$ cat src/rtl/hazard_syscall_ctrl.sv
// Decode-stage sequencing: load-use hazard detection against a shift-register
// scoreboard of in-flight loads, plus the syscall freeze/drain/signal/resume FSM.
module hazard_syscall_ctrl #(
  parameter int LOAD_LAT     = 2,
  parameter int DRAIN_CYCLES = 3
) (
  input  logic       CLK,
  input  logic       RESET,
  input  logic       Valid_IN,
  input  logic [4:0] ReadRegA_IN,
  input  logic [4:0] ReadRegB_IN,
  input  logic       UsesA_IN,
  input  logic       UsesB_IN,
  input  logic [4:0] WriteReg_IN,
  input  logic       RegWrite_IN,
  input  logic       MemRead_IN,
  input  logic       Syscall_IN,
  input  logic       Ext_Stall_IN,
  output logic       Stall_OUT,
  output logic       Bubble_OUT,
  output logic       SYS_OUT,
  output logic       Busy_OUT,
  output logic [1:0] State_OUT
);

  localparam int CW = $clog2(DRAIN_CYCLES + 1);

  typedef enum logic [1:0] {
    IDLE   = 2'd0,
    DRAIN  = 2'd1,
    SIGNAL = 2'd2,
    RESUME = 2'd3
  } state_t;

  state_t              state_q;
  logic [CW-1:0]       cnt_q;
  logic [LOAD_LAT-1:0] sb_valid_q;
  logic [LOAD_LAT-1:0] sb_valid_d;
  logic [LOAD_LAT-1:0] sb_hit;
  logic [4:0]          sb_reg_q [LOAD_LAT];
  logic [4:0]          sb_reg_d [LOAD_LAT];

  logic hazard;
  logic issue;
  logic stall_c;
  logic bubble_c;
  logic sys_c;

  // Entry 0 is the youngest load; older entries shift toward the tail.
  generate
    for (genvar gi = 0; gi < LOAD_LAT; gi++) begin : g_sb
      assign sb_hit[gi] = sb_valid_q[gi] && (sb_reg_q[gi] != 5'd0) &&
                          ((UsesA_IN && (sb_reg_q[gi] == ReadRegA_IN)) ||
                           (UsesB_IN && (sb_reg_q[gi] == ReadRegB_IN)));
      if (gi == 0) begin : g_head
        assign sb_valid_d[gi] = issue && MemRead_IN && RegWrite_IN && (WriteReg_IN != 5'd0);
        assign sb_reg_d[gi]   = WriteReg_IN;
      end else begin : g_tail
        assign sb_valid_d[gi] = sb_valid_q[gi-1];
        assign sb_reg_d[gi]   = sb_reg_q[gi-1];
      end
    end
  endgenerate

  assign hazard = Valid_IN && (|sb_hit);
  assign issue  = Valid_IN && !stall_c && !Ext_Stall_IN;

  always_comb begin
    stall_c  = 1'b0;
    bubble_c = 1'b0;
    sys_c    = 1'b0;
    if (Ext_Stall_IN) begin
      stall_c = 1'b1;
    end else if (state_q == IDLE) begin
      stall_c  = hazard;
      bubble_c = hazard;
    end else begin
      stall_c  = 1'b1;
      bubble_c = 1'b1;
      sys_c    = (state_q == SIGNAL);
    end
  end

  always_ff @(posedge CLK or negedge RESET) begin
    if (!RESET) begin
      sb_valid_q <= '0;
      for (int i = 0; i < LOAD_LAT; i++) sb_reg_q[i] <= 5'd0;
    end else if (!Ext_Stall_IN) begin
      sb_valid_q <= sb_valid_d;
      for (int i = 0; i < LOAD_LAT; i++) sb_reg_q[i] <= sb_reg_d[i];
    end
  end

  always_ff @(posedge CLK or negedge RESET) begin
    if (!RESET) begin
      state_q <= IDLE;
      cnt_q   <= '0;
    end else if (!Ext_Stall_IN) begin
      case (state_q)
        IDLE: begin
          // A dependent syscall waits here until its source load retires.
          if (Valid_IN && Syscall_IN && !hazard) begin
            state_q <= DRAIN;
            cnt_q   <= CW'(DRAIN_CYCLES);
          end
        end
        DRAIN: begin
          if (cnt_q == CW'(1)) begin
            state_q <= SIGNAL;
            cnt_q   <= '0;
          end else begin
            cnt_q <= cnt_q - CW'(1);
          end
        end
        SIGNAL:  state_q <= RESUME;
        RESUME:  state_q <= IDLE;
        default: state_q <= IDLE;
      endcase
    end
  end

  // Gate with RESET so Ext_Stall_IN cannot leak a stall while in reset.
  assign Stall_OUT  = RESET && stall_c;
  assign Bubble_OUT = RESET && bubble_c;
  assign SYS_OUT    = RESET && sys_c;
  assign Busy_OUT   = (state_q != IDLE);
  assign State_OUT  = state_q;

endmodule

$ cat config.mk
export PLATFORM = sky130hd
export DESIGN_NAME = hazard_syscall_ctrl
export DESIGN_NICKNAME = d
export VERILOG_FILES = /design/src/rtl/hazard_syscall_ctrl.sv
export SDC_FILE = /design/constraint.sdc
export NUM_CORES = 1
export LEC_CHECK = 0
export BUFFER_PORTS_ARGS = -buffer_cell sky130_fd_sc_hd__buf_2
export CAP_MARGIN = 25
export CORE_UTILIZATION = 45
export DETAILED_ROUTE_END_ITERATION = 12
export GPL_TIMING_DRIVEN = 0
export PLACE_DENSITY = 0.82
export SLEW_MARGIN = 10
export SYNTH_ARGS = -nofsm -noshare
export SYNTH_HDL_FRONTEND = slang
export SYNTH_SLANG_ARGS = --single-unit
$ cat constraint.sdc
create_clock -name CLK -period 2 [get_ports CLK]
set_input_delay 0.2 -clock CLK [delete_from_list [all_inputs] [get_ports CLK]]
set_output_delay 0.2 -clock CLK [all_outputs]
set_load 0.1 [all_outputs]
==> results.json, run 1 <==
{
  "rsz0062_at_grt": "true",
  "clockPowerShare_pct": 13.3,
  "pin_count": 30,
  "clockBufferDepth": 2,
  "pwr-share-comb_pct": 57.1,
  "drt_first_pass_iters": 4,
  "dp_hpwl_mm": 2.00,
  "cts_tree": "built",
  "ys_ff_latch": 16,
  "reg2reg_to": "State_OUT[1]",
  "cts_root_buffer": "clkbuf_4",
  "holdPathEnd": "sb_reg_d[4]",
  "reg2reg_from": "sb_reg_d[2]",
  "clock-skew-final_ns": 0.00179,
  "setup_viol": 4,
  "p_seq_share_pct": 29.6,
  "start_util_pct": 48.2,
  "synthesis.nets": 129,
  "p_per_area_mw_per_mm2": 1120,
  "grt_max_degree": 17,
  "synth_top_area_share_pct": 37.2,
  "die_x_um": 50.9,
  "p_int_mw": 0.850,
  "grt_pass1_wl_mm": 4.09,
  "hold_viol_final": 0,
  "place.gp.congestion": 0.694,
  "failed_checks": "negative setup slack",
  "hp-start": "WriteReg_IN[4]",
  "clk_latency_ns": 0.29,
  "finalCritPeriodShare_pct": 114,
  "synthTopCellsByArea": "dfrtp_1 37%, xor2_1 13%, mux2_2 11%",
  "worstSetupPathType": "reg -> out",
  "switchingPower_mw": 0.797,
  "rows": 17,
  "grtUsageTotal_pct": 21.6,
  "synth_area_per_cell_um2": 10.8,
  "mostFrequentLayoutCell": "buf_2",
  "antenna_found_initial": 0,
  "grt.overflow.total": 0,
  "postSynthCellCount": 100,
  "p_leak_nw": 0.624,
  "outcome": "complete, but fails checks",
  "drt_iter0_drc": 10,
  "grt_pass1_vias": 948,
  "ys_seq_area_share_pct": 37.2,
  "post_drt_wl_per_cell_um": 15.7,
  "fin_ws_ns": -0.290,
  "vias_per_cell": 5.35,
  "critPathCaptureType": "output pin",
  "num_vias": 883,
  "p_sw_share_pct": 48.4,
  "yosys.area.top_type": "dfrtp_1",
  "total_power_mw": 1.65,
  "post-route-min-period_ns": 2.29,
  "timing.hold.ws_ns": 0.154,
  "tightest_slew_ns": 0.711,
  "rr_worst_depth": 6,
  "clock.fmax_mhz": 437,
  "drc": 0,
  "drive_gt1_share_pct": 51.8,
  "nNetsFinal": 167,
  "netlist_area_mm2": 0.00108,
  "htreeDepth": 1,
  "clk_pin_slew_ns": 0.10,
  "hold_path.class": "in -> reg",
  "cap_viol_max_count": 0,
  "final_max_slew_viol_count": 0,
  "syn2layout_area_growth_pct": 36.8,
  "crit_path_start_kind": "flop",
  "ff2ff_setup_slack_ns": -0.04,
  "relSlewSlack_pct": 52.4,
  "cp.required_ns": 1.80,
  "yosysUniqueCellTypes": 30,
  "utilization_pct": 66.0,
  "die_area_mm2": 0.00259,
  "yosysWarnings": 0,
  "min_path_cells": 2,
  "coreArea_mm2": 0.00223,
  "final_cell_mix": "26 x buf_2, 15 x xor2_1, 11 x mux2_2, 11 x dfrtp_1, 5 x inv_1",
  "die_h_um": 50.9,
  "ir_drop_uv": 1240,
  "cp_max_fo": 3,
  "antenna_left": 0,
  "critPathArrivalTime_ns": 2.09,
  "drt_wl_total_mm": 2.59,
  "io_buffers": 28,
  "diodes": 0,
  "numCtsBuffers": 3,
  "clock-sinks": 16
}
==> critical path: stages, from the launching register on <==
cell and delay (ns):
dfrtp_1 0.43, buf_4 0.16, or4_4 0.53, o21ai_4 0.17, o22ai_1 0.13, nand2_2 0.14
a21boi_4 0.08, buf_12 0.17
==> metrics by stage <==
step	instances	worst slack (ns)	instance area (um2)	setup TNS [ns]
after floorplan	100	-0.361	1130	-0.581
after CTS	166	-0.284	1430	-0.713
after detailed placement	156	-0.280	1300	-0.579
after global placement	156	-0.238	1300	-0.479
final	165	-0.290	1470	-0.653
after global routing	165	-0.364	1470	-0.939
==> timing repair <==
item	4_1_cts	5_1_grt
hold endpoints to repair	16	0
cloned	0	0
gates resized for setup	13	8
hold buffers	1	0
setup endpoints to repair	3	6
pin swaps	9	5
setup buffers	5	0
==> state kept, by name, summed over array words and instances (netlist names) <==
register / cells
State_OUT: 2
cnt_q: 2
sb_reg_d: 5
sb_reg_q: 5
sb_valid_q: 2
==> power groups by stage <==
stage | combinational [mW] | clock (mW) | sequential (mW)
5_1_grt | 0.995 | 0.227 | 0.496
3_3_place_gp | 0.801 | 0 | 0.483
3_5_place_dp | 0.857 | 0 | 0.492
4_1_cts | 0.905 | 0.223 | 0.485
2_1_floorplan | 0.530 | 0 | 0.627
6_report | 0.940 | 0.220 | 0.487
==> cell usage after synthesis <==
cell type,n
dfrtp_1,16
xor2_1,16
mux2_2,11
inv_1,6
ha_1,5
nor2_1,5
nor4_1,4
xnor2_1,4
a21oi_1,3
and2_1,3
a32oi_1,2
clkbuf_1,2
nand2b_1,2
nor3_1,2
o21ai_0,2
o21ai_2,2
o32a_1,2
a21boi_0,1
a21o_1,1
a32o_1,1
and2_4,1
mux2_1,1
mux2i_1,1
nand2_1,1
nand3_1,1
o221ai_2,1
o22ai_1,1
o32ai_2,1
or4_1,1
or4_4,1
==> kinds of logic (layout without fill, tap and decap cells) <==
kind of cell	count (synthesis)	after routing	synth area share (%)
adder cells (fa/ha/maj)	5	5	5.81
AO/OA/AOI/OAI	17	17	13.2
flip-flops	16	16	37.2
XOR/XNOR	20	20	16.3
multiplexers	13	13	13.5
buffers and inverters	8	45	2.79
AND/OR/NAND/NOR	21	21	11.3
==> per-layer routing <==
| metal | global-route usage, % | part of all wire (%) | vias to the layer above |
|---|---|---|---|
| met4 | 8.33 | 1.5 | 0 |
| li1 | - | - | 431 |
| met5 | 0 | 0 | - |
| met3 | 1.79 | 3.8 | 5 |
| met1 | 24.4 | 40 | 421 |
| met2 | 41.2 | 54 | 26 |
==> worst max path at each step <==
| stage | depth (start not counted) | from | endpoint | slack (ns) |
|---|---|---|---|---|
| after floorplan | 6 | sb_reg_d[4] | Bubble_OUT | -0.36 |
| final | 7 | sb_reg_d[2] | Stall_OUT | -0.29 |
| after global placement | 7 | sb_reg_d[4] | Stall_OUT | -0.24 |
| after CTS | 7 | sb_reg_d[1] | Bubble_OUT | -0.28 |
| after detailed placement | 7 | sb_reg_d[3] | Stall_OUT | -0.28 |
| after global routing | 7 | sb_reg_d[2] | Bubble_OUT | -0.36 |
==> cell type report <==
type / instances / area, um2
fillers: 167 / 759
well taps: 28 / 35.0
plain buffers: 2 / 7.51
repair buffers: 33 / 210
clock buffers: 4 / 36.3
flip-flops and latches: 16 / 412
multi-input cells: 76 / 747
inverters: 6 / 26.3
(Power assumes the default switching activity.)
==> inputs of run 2 (changes only) <==
--- a/config.mk
+++ b/config.mk
@@ -8,6 +8,7 @@
 export BUFFER_PORTS_ARGS = -buffer_cell sky130_fd_sc_hd__buf_2
 export CAP_MARGIN = 25
 export CORE_UTILIZATION = 45
+export CTS_BUF_LIST = sky130_fd_sc_hd__clkbuf_8
 export DETAILED_ROUTE_END_ITERATION = 12
 export GPL_TIMING_DRIVEN = 0
 export PLACE_DENSITY = 0.82
==> run 2 against run 1 <==
The flow still finishes with violations (negative setup slack). First-iteration DRC count decreased by 30%. Critical path depth increased by 1. Setup slack improved by 0.065 ns. Critical path type unchanged. Critical endpoint unchanged.
==> results.json, run 2 (synthesized netlist as in run 1, its figures left out) <==
{
  "outcome": "complete, but fails checks",
  "failed_checks": "negative setup slack",
  "cp_slowest_stage_delay_ns": 0.43,
  "clock.fmax_mhz": 450,
  "dp_hpwl_mm": 2.00,
  "syn2layout_area_growth_pct": 41.5,
  "reg2reg_to": "State_OUT[1]",
  "antenna_left": 0,
  "critPathArrivalTime_ns": 2.02,
  "die_h_um": 50.9,
  "final_max_slew_viol_count": 0,
  "place.gp.congestion": 0.694,
  "final_cell_mix": "26 x buf_2, 15 x xor2_1, 11 x mux2_2, 10 x dfrtp_1",
  "diodes": 0,
  "fillers": 162,
  "num_vias": 887,
  "mostFrequentLayoutCell": "buf_2",
  "post-route-min-period_ns": 2.22,
  "cts_tree": "built",
  "setup_viol": 5,
  "clock-sinks": 16,
  "drt_wl_total_mm": 2.57,
  "hold_path.class": "in -> reg",
  "clock-skew-final_ns": 0.00285,
  "path_depth": 8,
  "coreArea_mm2": 0.00223,
  "worstSetupPathType": "reg -> out",
  "fin_ws_ns": -0.225,
  "reg2reg_from": "sb_reg_d[2]",
  "ir_drop_uv": 1300,
  "path_cells": "buf_4, buf_6, or4_4, o21ai_4, o22ai_1, nand2_2, a21boi_4, buf_12",
  "vias_per_cell": 5.28,
  "clk_pin_slew_ns": 0.06,
  "crit_family": "simple AND/OR/NAND/NOR gates",
  "grt_pass1_vias": 963,
  "die_area_mm2": 0.00259,
  "pin_count": 30,
  "die_x_um": 50.9,
  "drive_gt1_share_pct": 53.6,
  "crit_end": "Stall_OUT",
  "place_area_mm2": 0.00130,
  "crit_start": "sb_reg_d[2]",
  "cp.required_ns": 1.80,
  "grt.overflow.total": 0,
  "nNetsFinal": 170,
  "start_util_pct": 48.2,
  "p_per_area_mw_per_mm2": 1130,
  "clockBufferDepth": 2,
  "post_drt_wl_per_cell_um": 15.3,
  "grt_pass1_wl_mm": 4.15,
  "grt_max_degree": 17,
  "ff2ff_setup_slack_ns": -0.16,
  "tightest_slew_ns": 0.700,
  "critPathCaptureType": "output pin",
  "path_buf_inv": 3,
  "fin_area_mm2": 0.00152,
  "drt_first_pass_iters": 4,
  "slowest_stage": "or4_4",
  "rsz0062_at_grt": "true",
  "rr_worst_depth": 8,
  "numCtsBuffers": 3,
  "grtUsageTotal_pct": 22.1,
  "io_buffers": 28,
  "rows": 17,
  "cts_root_buffer": "clkbuf_8",
  "drt_iter0_drc": 7,
  "finalCritPeriodShare_pct": 111,
  "cp_max_fo": 3,
  "drc": 0,
  "p_leak_nw": 0.646,
  "tns_ns": -0.837,
  "utilization_pct": 68.2,
  "crit_path_start_kind": "flop",
  "antenna_found_initial": 0,
  "hp-start": "WriteReg_IN[4]",
  "relSlewSlack_pct": 53.2,
  "htreeDepth": 1,
  "clk_latency_ns": 0.25,
  "cap_viol_max_count": 0,
  "hold_viol_final": 0
}
-- run 2: how the worst min path moves through the flow --
stage          slack (ns)      endpoint  depth (start not counted)
6_report             0.20   sb_reg_d[4]                          2
5_1_grt              0.22   sb_reg_d[1]                          2
4_1_cts              0.21   sb_reg_d[0]                          2
3_5_place_dp         0.15  State_OUT[0]                          1
3_3_place_gp         0.14  State_OUT[0]                          1
2_1_floorplan        -0.1      cnt_q[0]                          0
-- run 2: per-stage QoR --
step | total power [mW] | hold WS (ns) | worst slack (ns) | instances
CTS | 1.69 | 0.205 | -0.229 | 166
detailed placement | 1.35 | 0.150 | -0.280 | 156
global placement | 1.28 | 0.138 | -0.238 | 156
global route | 1.80 | 0.219 | -0.330 | 168
floorplan | 1.16 | -0.0956 | -0.361 | 100
finish | 1.72 | 0.205 | -0.225 | 168
-- run 2: layer usage --
metal	wire length (um)	global-route usage (%)
met1	998	23.3
met2	1450	42.8
met3	98	2.08
met4	26	10.6
met5	0	0
-- run 2: power by group --
| part | switching, mW | internal, mW | total, mW |
|---|---|---|---|
| combinational | 0.607 | 0.336 | 0.942 |
| clock | 0.110 | 0.175 | 0.285 |
| sequential | 0.0789 | 0.409 | 0.488 |
| total | 0.795 | 0.920 | 1.72 |
-- run 2: repair_timing --
action,in CTS,in global routing
gates resized for setup,16,8
endpoints found under the setup margin,3,7
pin swaps,11,5
gates cloned,0,0
buffers inserted,5,2
hold buffers,1,0
hold endpoints to repair,16,0
-- run 2: layout make-up --
class	count	area, um2	share of cell area, %
Multi-Input combinational cell	76	747	49.0
Sequential cell	16	413	27.1
Timing Repair Buffer	36	240	15.8
Clock buffer	4	55.1	3.61
Tap cell	28	35.0	2.30
Inverter	6	26.3	1.72
Buffer	2	7.51	0.493
